[src/rtl/uart_rx_fifo_if.sv]
// Read-side bus of uart_rx_fifo: FWFT FIFO head, pop request, status and error pulses.
// With UART_RX_PARITY_EN defined the bus also carries parity_err.
interface uart_rx_fifo_if #(
   parameter int FIFO_AW = 3
);
   logic               rd_en_in;
   logic [7:0]         dout;
   logic               empty;
   logic               full;
   logic [FIFO_AW:0]   count;
   logic               frame_err;
   logic               overflow;
`ifdef UART_RX_PARITY_EN
   logic               parity_err;

   modport master (output rd_en_in,
                   input  dout, empty, full, count, frame_err, overflow, parity_err);
   modport slave  (input  rd_en_in,
                   output dout, empty, full, count, frame_err, overflow, parity_err);
`else
   modport master (output rd_en_in,
                   input  dout, empty, full, count, frame_err, overflow);
   modport slave  (input  rd_en_in,
                   output dout, empty, full, count, frame_err, overflow);
`endif
endinterface

[src/rtl/uart_rx_fifo.sv]
// UART receiver (8N1, or 8E1 when UART_RX_PARITY_EN is defined) feeding a small
// first-word-fall-through FIFO; serial input is synchronised internally.
module uart_rx_fifo #(
   parameter int CLKS_PER_BIT = 868,
   parameter int FIFO_AW      = 3
) (
   input  logic          clk_in,
   input  logic          rst_n,
   input  logic          rx_in,
   uart_rx_fifo_if.slave bus
);
   localparam int DEPTH = 2 ** FIFO_AW;
   localparam int CTR_W = $clog2(CLKS_PER_BIT);
   localparam logic [CTR_W-1:0] CTR_LAST = CTR_W'(CLKS_PER_BIT - 1);
   localparam logic [CTR_W-1:0] CTR_HALF = CTR_W'(CLKS_PER_BIT / 2 - 1);

`ifdef UART_RX_PARITY_EN
   typedef enum logic [2:0] {IDLE, START, DATA, PARITY, STOP} state_t;
`else
   typedef enum logic [1:0] {IDLE, START, DATA, STOP} state_t;
`endif

   state_t             state_q, state_d;
   logic               rx_meta_q, rx_meta_d;
   logic               rx_s_q, rx_s_d;
   logic               rx_prev_q, rx_prev_d;
   logic [CTR_W-1:0]   ctr_q, ctr_d;
   logic [2:0]         idx_q, idx_d;
   logic [7:0]         shift_q, shift_d;
   logic               frame_err_q, frame_err_d;
   logic               overflow_q, overflow_d;
   logic [FIFO_AW:0]   wr_ptr_q, wr_ptr_d;
   logic [FIFO_AW:0]   rd_ptr_q, rd_ptr_d;
   logic [7:0]         mem_q [DEPTH];
   logic [7:0]         mem_d [DEPTH];
   logic               push;
   logic               pop;
   logic [FIFO_AW:0]   count;
   logic               fifo_full;
   logic               fifo_empty;
`ifdef UART_RX_PARITY_EN
   logic               par_bad_q, par_bad_d;
   logic               parity_err_q, parity_err_d;
`endif

   always_comb begin
      rx_meta_d = rx_in;
      rx_s_d    = rx_meta_q;
      rx_prev_d = rx_s_q;
   end

   always_comb begin
      state_d     = state_q;
      ctr_d       = ctr_q + CTR_W'(1);
      idx_d       = idx_q;
      shift_d     = shift_q;
      push        = 1'b0;
      frame_err_d = 1'b0;
`ifdef UART_RX_PARITY_EN
      par_bad_d    = par_bad_q;
      parity_err_d = 1'b0;
`endif
      case (state_q)
         IDLE: begin
            ctr_d = '0;
            if (!rx_s_q && rx_prev_q) state_d = START;
         end
         START: begin
            if (ctr_q == CTR_HALF) begin
               ctr_d = '0;
               if (!rx_s_q) begin
                  idx_d   = '0;
                  state_d = DATA;
               end else begin
                  state_d = IDLE;
               end
            end
         end
         DATA: begin
            if (ctr_q == CTR_LAST) begin
               ctr_d   = '0;
               shift_d = {rx_s_q, shift_q[7:1]};
               idx_d   = idx_q + 3'd1;
`ifdef UART_RX_PARITY_EN
               if (idx_q == 3'd7) state_d = PARITY;
`else
               if (idx_q == 3'd7) state_d = STOP;
`endif
            end
         end
`ifdef UART_RX_PARITY_EN
         PARITY: begin
            // Even parity: the parity bit must equal the XOR of the data bits.
            if (ctr_q == CTR_LAST) begin
               ctr_d        = '0;
               par_bad_d    = (rx_s_q != ^shift_q);
               parity_err_d = par_bad_d;
               state_d      = STOP;
            end
         end
`endif
         STOP: begin
            if (ctr_q == CTR_LAST) begin
               ctr_d   = '0;
               state_d = IDLE;
               if (rx_s_q) begin
`ifdef UART_RX_PARITY_EN
                  push = !par_bad_q;
`else
                  push = 1'b1;
`endif
               end else begin
                  frame_err_d = 1'b1;
               end
            end
         end
         default: state_d = IDLE;
      endcase
   end

   always_comb begin
      count      = wr_ptr_q - rd_ptr_q;
      fifo_full  = (count == (FIFO_AW + 1)'(DEPTH));
      fifo_empty = (count == '0);
      pop        = bus.rd_en_in && !fifo_empty;
      mem_d      = mem_q;
      wr_ptr_d   = wr_ptr_q;
      rd_ptr_d   = rd_ptr_q;
      overflow_d = push && fifo_full && !pop;
      // When full, a simultaneous pop frees the slot being written this edge.
      if (push && (!fifo_full || pop)) begin
         mem_d[wr_ptr_q[FIFO_AW-1:0]] = shift_q;
         wr_ptr_d = wr_ptr_q + (FIFO_AW + 1)'(1);
      end
      if (pop) rd_ptr_d = rd_ptr_q + (FIFO_AW + 1)'(1);
   end

   always_ff @(posedge clk_in or negedge rst_n) begin
      if (!rst_n) begin
         state_q     <= IDLE;
         rx_meta_q   <= 1'b1;
         rx_s_q      <= 1'b1;
         rx_prev_q   <= 1'b1;
         ctr_q       <= '0;
         idx_q       <= '0;
         shift_q     <= '0;
         frame_err_q <= 1'b0;
         overflow_q  <= 1'b0;
         wr_ptr_q    <= '0;
         rd_ptr_q    <= '0;
         mem_q       <= '{default: '0};
`ifdef UART_RX_PARITY_EN
         par_bad_q    <= 1'b0;
         parity_err_q <= 1'b0;
`endif
      end else begin
         state_q     <= state_d;
         rx_meta_q   <= rx_meta_d;
         rx_s_q      <= rx_s_d;
         rx_prev_q   <= rx_prev_d;
         ctr_q       <= ctr_d;
         idx_q       <= idx_d;
         shift_q     <= shift_d;
         frame_err_q <= frame_err_d;
         overflow_q  <= overflow_d;
         wr_ptr_q    <= wr_ptr_d;
         rd_ptr_q    <= rd_ptr_d;
         mem_q       <= mem_d;
`ifdef UART_RX_PARITY_EN
         par_bad_q    <= (state_q == IDLE) ? 1'b0 : par_bad_d;
         parity_err_q <= parity_err_d;
`endif
      end
   end

   assign bus.dout      = mem_q[rd_ptr_q[FIFO_AW-1:0]];
   assign bus.empty     = fifo_empty;
   assign bus.full      = fifo_full;
   assign bus.count     = count;
   assign bus.frame_err = frame_err_q;
   assign bus.overflow  = overflow_q;
`ifdef UART_RX_PARITY_EN
   assign bus.parity_err = parity_err_q;
`endif
endmodule
[src/flat_wrapper.sv]
// flat-port wrapper written by rule: the top's interface ports become plain ports
module uart_rx_fifo_flat 
#(
   parameter int CLKS_PER_BIT = 868,
   parameter int FIFO_AW      = 3
)
  (clk_in, rst_n, rx_in, bus_rd_en_in, bus_dout, bus_empty, bus_full, bus_count, bus_frame_err, bus_overflow);
  uart_rx_fifo_if #(.FIFO_AW(FIFO_AW)) bus_i ();
  input  logic clk_in;
  input  logic rst_n;
  input  logic rx_in;
  input wire logic [$bits(bus_i.rd_en_in)-1:0] bus_rd_en_in;
  output wire logic [$bits(bus_i.dout)-1:0] bus_dout;
  output wire logic [$bits(bus_i.empty)-1:0] bus_empty;
  output wire logic [$bits(bus_i.full)-1:0] bus_full;
  output wire logic [$bits(bus_i.count)-1:0] bus_count;
  output wire logic [$bits(bus_i.frame_err)-1:0] bus_frame_err;
  output wire logic [$bits(bus_i.overflow)-1:0] bus_overflow;
  assign bus_i.rd_en_in = bus_rd_en_in;
  assign bus_dout = bus_i.dout;
  assign bus_empty = bus_i.empty;
  assign bus_full = bus_i.full;
  assign bus_count = bus_i.count;
  assign bus_frame_err = bus_i.frame_err;
  assign bus_overflow = bus_i.overflow;
  uart_rx_fifo #(.CLKS_PER_BIT(CLKS_PER_BIT), .FIFO_AW(FIFO_AW)) u_core (.clk_in(clk_in), .rst_n(rst_n), .rx_in(rx_in), .bus(bus_i));
endmodule
[config.mk]
export PLATFORM = sky130hd
export DESIGN_NAME = uart_rx_fifo_flat
export DESIGN_NICKNAME = d
export VERILOG_FILES = /design/src/rtl/uart_rx_fifo_if.sv /design/src/rtl/uart_rx_fifo.sv /design/src/flat_wrapper.sv
export SDC_FILE = /design/constraint.sdc
export NUM_CORES = 1
export LEC_CHECK = 0
export BUFFER_PORTS_ARGS = -buffer_cell sky130_fd_sc_hd__buf_2
export CAP_MARGIN = 30
export CORE_AREA = 5 5 105 107
export CTS_CLUSTER_DIAMETER = 80
export DETAILED_ROUTE_END_ITERATION = 12
export DIE_AREA = 0 0 110 112
export PLACE_DENSITY = 0.66
export SYNTH_ARGS = -nofsm -noshare
export SYNTH_HDL_FRONTEND = slang
export SYNTH_SLANG_ARGS = --single-unit
[constraint.sdc]
create_clock -name clk_in -period 4.36 [get_ports clk_in]
set_clock_uncertainty 0.05 [all_clocks]
set_input_delay 0 -clock clk_in [delete_from_list [all_inputs] [get_ports clk_in]]
set_output_delay 0 -clock clk_in [all_outputs]
set_load 0.01 [all_outputs]
; Yosys cells after proc, flatten, opt, wreduce, memory -nomap -nowiden
; Cells that the tools add are included.
[classes]
addsub = 5
multipliers = 0
div_mod_pow = 0
n_lt_le_gt_ge = 3
eq_ne = 13
shifts = 0
n_mux = 26
bitwise = 2
reduce_logical = 18
[ops]
columns = cell, n
row1 = bitwise mux 64 bit, 1
row2 = one-hot mux 10 bit (3 select lines), 1
row3 = binary-select mux 8 bit (select 3 bit), 1
row4 = demux 8 bit (select 3 bit), 1
row5 = 2-to-1 mux 8 bit, 3
row6 = 2-to-1 mux 10 bit, 2
row7 = 2-to-1 mux 2 bit, 6
row8 = adder 10 x 1 -> 10 bit (second input constant), 1
row9 = equality test 10 bit (second input constant), 1
row10 = equality test 10 x 9 -> 1 bit (second input constant), 1
row11 = inequality test 2 x 1 -> 1 bit (second input constant), 5
row12 = 2-to-1 mux 3 bit, 3
row13 = adder 4 x 1 -> 4 bit (second input constant), 2
row14 = greater-or-equal comparator 4 bit (second input constant), 2
row15 = inverter 3 -> 4 bit, 2
row16 = one-hot mux 2 bit (4 select lines), 1
row17 = logical AND 1 bit, 6
row18 = 2-to-1 mux 1 bit, 6
row19 = one-hot mux 3 bit (2 select lines), 1
row20 = AND reduction 5 bit, 1
row21 = equality test 2 bit (second input constant), 2
row22 = equality test 4 bit (second input constant), 1
row23 = zero test 1 bit, 4
row24 = zero test 4 bit, 1
row25 = 12 further kinds, 12
[word_totals]
ff_bits = 100
latchBits = 0
ram_bits = 0
mem_bits_ro = 0
input_bits = 4
out_inout_bits = 16
wordCells = 86
memories = 0

; Depth between registers and ports, before layout
; Gate-level depths: netlist (run 1).
[logic_depth]
ltp_word = 6
mapped_depth = 11
mapped_depth_nobuf = 9

; Least setup slack after synthesis (run 1)
; OpenSTA, ideal clock, no wires.
[synth_path]
path_type = register to register
startpoint = register u_core.rd_ptr_q[1]
endpoint = register u_core.mem_q[16] (netlist bit)
setup_time_ps = 125
arrival_ps = 3311
t_required_ps = 4185
setup_slack_ps = 874
path_stages_with_launch = 12
n_path_buf = 4
period_less_slack_ps = 3486
cell_sequence = dfrtp_1 clkbuf_1 buf_1 inv_1 fa_1 xor2_1 or3_1 or4_1 buf_4 and4b_1 buf_6 mux2_4
[synth_between]
elab_chain_cells = 6
elab_cells_between_ends = 8
cone_classes = 1 x add/sub / 1 x eq/ne / 6 x reduce/logical
[synth_rtl]
columns = element, line_no
row1 = "start, declared", uart_rx_fifo.sv:33  ; logic [FIFO_AW:0] rd_ptr_q, rd_ptr_d;
row2 = "start signal, assigned", uart_rx_fifo.sv:167  ; rd_ptr_q <= rd_ptr_d;
row3 = subtractor 4 bit *, uart_rx_fifo.sv:122  ; count = wr_ptr_q - rd_ptr_q;
row4 = net bus_count[2], flat_wrapper.sv:16  ; output wire logic [$bits(bus_i.count)-1:0] bus_count;
row5 = zero test 4 bit, uart_rx_fifo.sv:124  ; fifo_empty = (count == '0);
row6 = zero test 1 bit, uart_rx_fifo.sv:125  ; pop = bus.rd_en_in && !fifo_empty;
row7 = logical AND 1 bit, uart_rx_fifo.sv:125
row8 = logical OR 1 bit *, uart_rx_fifo.sv:131  ; if (push && (!fifo_full || pop)) begin
row9 = logical AND 1 bit *, uart_rx_fifo.sv:131
row10 = "end signal, assigned", uart_rx_fifo.sv:168  ; mem_q <= mem_d;
row11 = "end, declared", uart_rx_fifo.sv:34  ; logic [7:0] mem_q [DEPTH];
; The timed path passes the listed nets; every way through them passes the cells marked *.
; A chain may end at the register's enable or synchronous reset.

; Worst setup path after layout (run 1)
[layout_path]
startpoint = register u_core.rd_ptr_q[2]
endpoint = register u_core.mem_q[18] (netlist bit)
[layout_between]
elab_chain_cells = 6
elab_cells_between_ends = 8
cone_classes = 1 x add/sub / 1 x eq/ne / 6 x reduce/logical
[layout_rtl]
columns = element, line_no
row1 = subtractor 4 bit *, uart_rx_fifo.sv:122
row2 = zero test 4 bit, uart_rx_fifo.sv:124
row3 = zero test 1 bit, uart_rx_fifo.sv:125
row4 = logical AND 1 bit, uart_rx_fifo.sv:125
row5 = logical OR 1 bit *, uart_rx_fifo.sv:131
row6 = logical AND 1 bit *, uart_rx_fifo.sv:131
; Mark *: on every way between the ends. The rest lies on a longest branch, timed or not.

==> results.txt, run 1 <==
Status - finished, final reports clean
Sequential area share after synthesis - 0.5144
#FFs+latches synth - 100
Mapped cell area - 4872 um^2
# DRC - 0
Max_cap viols - 0
FF-to-FF Start - u_core.rd_ptr_q[2]$_DFFE_PN0P_
Tmin final - 3628 ps
Final nets - 377
Fill cells - 858
Vias in the first global route - 2,882
Area after DPL - 5035 um^2
Cells after DPL - 485
Busiest metal layer after global routing - met2
Setup TNS - 0 ps
Post-route cell area - 5304 um^2
Crit-path max FO - 11
Root buffer cell - clkbuf_8
Slowest CP cell - or4_1
Post-CTS Setup Bufs - 0
Max IR drop VDD - 184.1 uV
Layout Cells excl Fill - 504
Critical path startpoint category - flip-flop
Clk slew on worst S/H paths - 100 ps
Pre-antenna DRT Iters - 4
Vias - 2,712
Buf+Inv Stages, Crit Path - 1
Total chip power - 0.001676 W
Met1 Use GR - 0.2119
Total gr overflow - 0
Unrepaired setup endpoints after global routing - false
Max incr delay on CP - 720 ps
Max Root-Sink Buffers - 2
Critical path data required time - 4570 ps
Min-delay worst type - in2async
CP arrival - 3840 ps
Fin crit share - 0.8321
Worst-path cell chain - clkinv_1 > ha_1 > xor2_1 > or3_1 > or4_1 > and4b_1 > mux2_4
Worst path top cell family by delay - simple AND/OR/NAND/NOR gates
Sink Count - 100
Number of port buffers - 19
CTS tree - done
Synth Warn # - 0
Post-CTS Hold Buffers - 3
Pin count of the biggest net entering global routing - 61
Syn-to-layout area delta - 8.860%
Antenna-violating nets left - 0
Core area - 10,050 um^2
Cell variety after synth - 46
Setup crit end kind - flip-flop
Commonest non-fill, non-tap cells in the layout - 97 x dfrtp_1, 44 x mux2_2, 32 x nand2_1, 32 x mux2_4, 20 x nor2_1
Crit path kind - reg2reg
Pre-CTS WS - 764.2 ps
Met3 global-route usage - 0.04522
Post-synth EDFFs - 0
Die area - 12,320 um^2
Endpoints failing hold - 0
Actual slew at the worst max-slew pin - 812.9 ps
Drt wl/cell - 17.38 um
Layout cell share with drive strength beyond 1 - 0.3804
Antenna violations before repair - 0
First-pass GRT wire length - 14.88 mm
Die width - 110 um
FMAX - 275.6 MHz
Die height - 112 um
Site Rows - 37
Endpoints failing setup - 0
Worst-skew pair later-pin latency - 370 ps
Initial Util - 0.4850
Synth Instances - 349
Ant diodes - 0
# resized after CTS - 0
Ys flop type - dfrtp_1
Worst slew margin - 0.4560
Post-detail-place hpwl - 5.995 mm
Pwr dens - 316.0 nW/um^2
Reg2reg end - u_core.mem_q[18]$_DFFE_PN0P_
Async S/R FF share, synth - 1.000
Iteration-0 DRC count of the detailed router - 131
Met2 global-route usage - 0.2439
Commonest non-fill, non-tap cell in the layout - dfrtp_1
GRT Resource Usage Total - 0.1580
Syn avg cell area - 13.96 um^2
Routability Congestion - 0.7914
Mapped Nets - 363
WL final - 8.759 mm
Pleak - 2.540 nW
Slew Viols, Final - 0
R2R Setup Slk - 730 ps
CTS H-tree depth - 3
I/O Pins - 20
Register-to-Register Path Depth - 7
Setup ws final - 732.2 ps
Vias/cell - 5.381
Clock buffer count from CTS - 9
==> report_power, final <==
group	leakage (nW)	internal, W	switching, W	total [W]
clock network	0.117	0.000382	0.000322	0.000704
logic	1.04	0.00000810	0.0000259	0.0000340
registers	1.39	0.000932	0.00000556	0.000937
==> stage by stage <==
step             util  hold WS [ps]
3_5_place_dp   0.5012         56.50
5_1_grt        0.5280         196.8
6_report       0.5280         168.2
2_1_floorplan       -        -345.6
4_1_cts        0.5280         181.9
3_3_place_gp   0.5012         55.28
==> per-layer routing <==
| metal | routed length [um] | vias up |
|---|---|---|
| li1 | - | 1270 |
| met1 | 4110 | 1409 |
| met2 | 4282 | 21 |
| met3 | 208 | 12 |
| met4 | 158 | 0 |
| met5 | 0 | - |
==> state kept, by name (all words and copies together), names as in the netlist, named ones only <==
signal,flops
u_core.rx_meta_q,1
u_core.state_q,1
u_core.mem_q,64
u_core.shift_q,8
u_core.idx_q,3
u_core.bus.overflow,1
u_core.rx_prev_d,1
u_core.rd_ptr_q,4
u_core.rx_prev_q,1
u_core.bus.frame_err,1
u_core.wr_ptr_q,4
u_core.ctr_q,10
==> final cells by class <==
class                           instances  area [um^2]  area share
Multi-Input combinational cell        218         2205      0.4157
Clock buffer                           10        127.6     0.02406
Timing Repair Buffer                   25        150.1     0.02831
Clock inverter                          6        111.4     0.02100
Tap cell                              136        170.2     0.03208
Inverter                                9        33.78    0.006369
Sequential cell                       100         2506      0.4725
==> cell families after synthesis <==
logic type | Yosys count | synth area share
flip-flops | 100 | 0.5144
AND/OR/NAND/NOR | 88 | 0.1061
XOR/XNOR | 14 | 0.02517
adder cells (fa/ha/maj) | 10 | 0.02722
multiplexers | 92 | 0.2743
AO/OA/AOI/OAI | 14 | 0.01978
buffers and inverters | 31 | 0.03312
==> synthesized netlist by cell type, drive strengths merged (4+ instances only) <==
cell	count	area (um^2)
mux4	16	360.4
and4b	4	40.04
inv	8	30.03
clkbuf	5	20.01
nor3	4	20.02
xnor2	9	78.83
dfrtp	97	2427
buf	17	107.6
nand3	4	20.02
nand4	7	103.9
mux2	76	975.9
xor2	5	43.79
nor2	21	95.09
ha	9	112.6
nand2	32	120.1
==> worst max path at each step <==
stage               slack [ps]                      endpoint                            from  cells after the start
global placement           920  u_core.mem_q[53]$_DFFE_PN0P_  u_core.rd_ptr_q[2]$_DFFE_PN0P_                      7
floorplan                  870  u_core.mem_q[16]$_DFFE_PN0P_  u_core.rd_ptr_q[1]$_DFFE_PN0P_                     11
CTS                        740  u_core.mem_q[51]$_DFFE_PN0P_  u_core.rd_ptr_q[2]$_DFFE_PN0P_                      7
global route               570  u_core.mem_q[51]$_DFFE_PN0P_  u_core.rd_ptr_q[2]$_DFFE_PN0P_                      7
detailed placement         760  u_core.mem_q[17]$_DFFE_PN0P_  u_core.rd_ptr_q[2]$_DFFE_PN0P_                      7
finish                     730  u_core.mem_q[18]$_DFFE_PN0P_  u_core.rd_ptr_q[2]$_DFFE_PN0P_                      7
Power figures use the tool's default switching activity.
==> run 2, diff against run 1 <==
--- a/config.mk
+++ b/config.mk
@@ -11,7 +11,7 @@
 export CTS_CLUSTER_DIAMETER = 80
 export DETAILED_ROUTE_END_ITERATION = 12
 export DIE_AREA = 0 0 110 112
-export PLACE_DENSITY = 0.66
+export PLACE_DENSITY = 0.68
 export SYNTH_ARGS = -nofsm -noshare
 export SYNTH_HDL_FRONTEND = slang
 export SYNTH_SLANG_ARGS = --single-unit
==> constraint.sdc (replaced) <==
create_clock -name clk_in -period 2.9 [get_ports clk_in]
set_clock_uncertainty 0.05 [all_clocks]
set_input_delay 0 -clock clk_in [delete_from_list [all_inputs] [get_ports clk_in]]
set_output_delay 0 -clock clk_in [all_outputs]
set_load 0.01 [all_outputs]
==> run 2 against run 1 <==
Sequential cell count did not move. Hold slack gained 25 ps. Wire length rose by 5.0%. First-iteration DRC count is 38% lower. Sequential power rose by 50%. Register-to-register slack worse by 680 ps. Critical endpoint is now u_core.mem_q[46]$_DFFE_PN0P_. Highest routed layer unchanged.
==> results.txt, run 2 (synthesis results as in run 1) <==
Status - finished, final reports clean
Site Rows - 37 (unchanged)
Drt wl/cell - 17.68 um (+1.7%)
Slowest CP cell - or4_4
Sink Count - 100 (unchanged)
Commonest non-fill, non-tap cell in the layout - dfrtp_1
CP arrival - 3060 ps (-780 ps)
Final nets - 394 (+4.5%)
Max IR drop VDD - 321.3 uV (+75%)
Post-detail-place hpwl - 6.166 mm (+2.9%)
R2R Setup Slk - 50 ps (-680 ps)
Crit path kind - reg2reg
Register-to-Register Path Depth - 10 (+3)
Routability Congestion - 0.7717 (-2.5%)
Ant diodes - 0 (unchanged)
Largest register FFs - 64 (unchanged)
Fin crit share - 0.9825 (+0.1504)
Syn-to-layout area delta - 13.35%
Layout cell share with drive strength beyond 1 - 0.4401 (+0.05967)
Min-delay worst type - in2async
CTS tree - done
Max Root-Sink Buffers - 2 (unchanged)
Clk slew on worst S/H paths - 90 ps (about the same)
Area after DPL - 5170 um^2 (+2.7%)
GRT Resource Usage Total - 0.1637 (+0.005657)
Total gr overflow - 0 (unchanged)
Worst-path cell chain - inv_2 > ha_4 > inv_2 > fa_2 > xor2_2 > or3_4 > or4_4 > buf_6 > nand4_4 > mux2_2
Cells after DPL - 499 (+2.9%)
Pleak - 2.674 nW (+5.3%)
Utilization after layout - 0.5498 (+0.02180)
Initial Util - 0.4850 (unchanged)
Pwr dens - 424.3 nW/um^2 (+34%)
Pre-CTS WS - -45.22 ps (-809.4 ps)
Die area - 12,320 um^2 (unchanged)
Iteration-0 DRC count of the detailed router - 81 (-38%)
Clock buffer count from CTS - 9 (unchanged)
Pre-antenna DRT Iters - 4 (unchanged)
Number of port buffers - 19 (unchanged)
Endpoints failing setup - 0 (unchanged)
Actual slew at the worst max-slew pin - 802.0 ps (-10.92 ps)
Worst path top cell family by delay - simple AND/OR/NAND/NOR gates
Critical path startpoint category - flip-flop
Layout Cells excl Fill - 520 (+3.2%)
Max incr delay on CP - 470 ps (-250 ps)
Tmin final - 2849 ps (-778.6 ps)
Worst slew margin - 0.4653 (+0.009283)
# DRC - 0 (unchanged)
Critical path data required time - 3110 ps (-1460 ps)
Die width - 110 um (unchanged)
Vias - 2,755 (+1.6%)
CTS H-tree depth - 3 (unchanged)
Pin count of the biggest net entering global routing - 64 (+4.9%)
Vias in the first global route - 2,951 (+2.4%)
Endpoints failing hold - 0 (unchanged)
FF-to-FF Start - u_core.wr_ptr_q[0]$_DFFE_PN0P_
Fill cells - 808 (-5.8%)
Critical path origin - u_core.wr_ptr_q[0]$_DFFE_PN0P_
Max_cap viols - 0 (unchanged)
Vias/cell - 5.298 (-1.5%)
Setup ws final - 50.79 ps (-681.4 ps)
Commonest non-fill, non-tap cells in the layout - 97 x dfrtp_1, 51 x mux2_4, 32 x nand2_1
Buf+Inv Stages, Crit Path - 3 (+2)
I/O Pins - 20 (unchanged)
Die height - 112 um (unchanged)
FMAX - 351.0 MHz (+27%)
Setup crit end kind - flip-flop
Reg2reg end - u_core.mem_q[46]$_DFFE_PN0P_
Core area - 10,050 um^2 (unchanged)
First-pass GRT wire length - 15.46 mm (+3.9%)
Worst-skew pair later-pin latency - 370 ps (about the same)
Post-route cell area - 5523 um^2 (+4.1%)
Total chip power - 0.002343 W (+40%)
Antenna-violating nets left - 0 (unchanged)
Biggest regs - u_core.mem_q: 64 flops, u_core.ctr_q: 10 flops, u_core.shift_q: 8 flops
Unrepaired setup endpoints after global routing - true
Slew Viols, Final - 0 (unchanged)
Antenna violations before repair - 0 (unchanged)
Biggest register - u_core.mem_q
Crit-path max FO - 8 (-3)
Critical Path Most Common Cell - inv_2
Root buffer cell - clkbuf_8
WL final - 9.193 mm (+5.0%)
## run 2: cell count changes in the layout (fill, tap and decap cells not counted), moves of 2 or more
cell	delta
inv_1	-3
inv_2	+2
bufinv_16	-2
and4b_2	+3
clkinv_2	+3
mux2_4	+19
mux2_2	-19
buf_4	+14
and4b_1	-3
## run 2: worst register-to-register path, stage by stage (launching register included)
cell and delay [ps]:
dfrtp_1 400, inv_2 80, ha_4 120, inv_2 30, fa_2 350, xor2_2 180
or3_4 330, or4_4 470, buf_6 160, nand4_4 190, mux2_2 360
## run 2: cell type report
cell class / count / area, um^2 / area share
Clock buffer: 10 / 137.6 / 0.02492
Clock inverter: 5 / 52.55 / 0.009515
Inverter: 9 / 37.54 / 0.006797
Multi-Input combinational cell: 219 / 2332 / 0.4223
Sequential cell: 100 / 2506 / 0.4538
Tap cell: 136 / 170.2 / 0.03081
Timing Repair Buffer: 41 / 286.5 / 0.05188
## run 2: layer usage
metal / track usage / share of wire
met5: 0 / 0
met2: 0.2520 / 0.48
met3: 0.04348 / 0.025
met1: 0.2283 / 0.49
met4: 0.04572 / 0.012
## run 2: timing repair
action                                  in CTS  in global routing
cloned                                       1                  0
endpoints found under the setup margin      38                 65
buffers inserted                             1                  1
hold buffers                                 3                  0
gates resized for setup                      4                 25
endpoints found under the hold margin       63                  0
## run 2: where the power goes
group | leakage, nW | switching, W | internal (W) | total (W)
sequential | 1.39 | 0.00000848 | 0.00140 | 0.00141
clock | 0.0979 | 0.000468 | 0.000413 | 0.000881
combinational | 1.19 | 0.0000395 | 0.0000132 | 0.0000527
total | 2.67 | 0.000516 | 0.00183 | 0.00234
## run 2: how the worst max path moves through the flow
stage | to | depth (start not counted) | slack [ps]
floorplan | u_core.mem_q[16]$_DFFE_PN0P_ | 11 | -60
global placement | u_core.mem_q[57]$_DFFE_PN0P_ | 9 | 30
detailed placement | u_core.mem_q[25]$_DFFE_PN0P_ | 9 | -50
CTS | u_core.mem_q[43]$_DFFE_PN0P_ | 10 | 10
global route | u_core.mem_q[46]$_DFFE_PN0P_ | 10 | -30
finish | u_core.mem_q[46]$_DFFE_PN0P_ | 10 | 50
## run 2: metrics by stage
stage          setup TNS, ps  hold WS (ps)
3_3_place_gp               0         56.07
6_report                   0         192.8
4_1_cts                    0         185.0
5_1_grt               -205.0         196.6
2_1_floorplan          -1527        -345.6
3_5_place_dp          -749.4         56.90
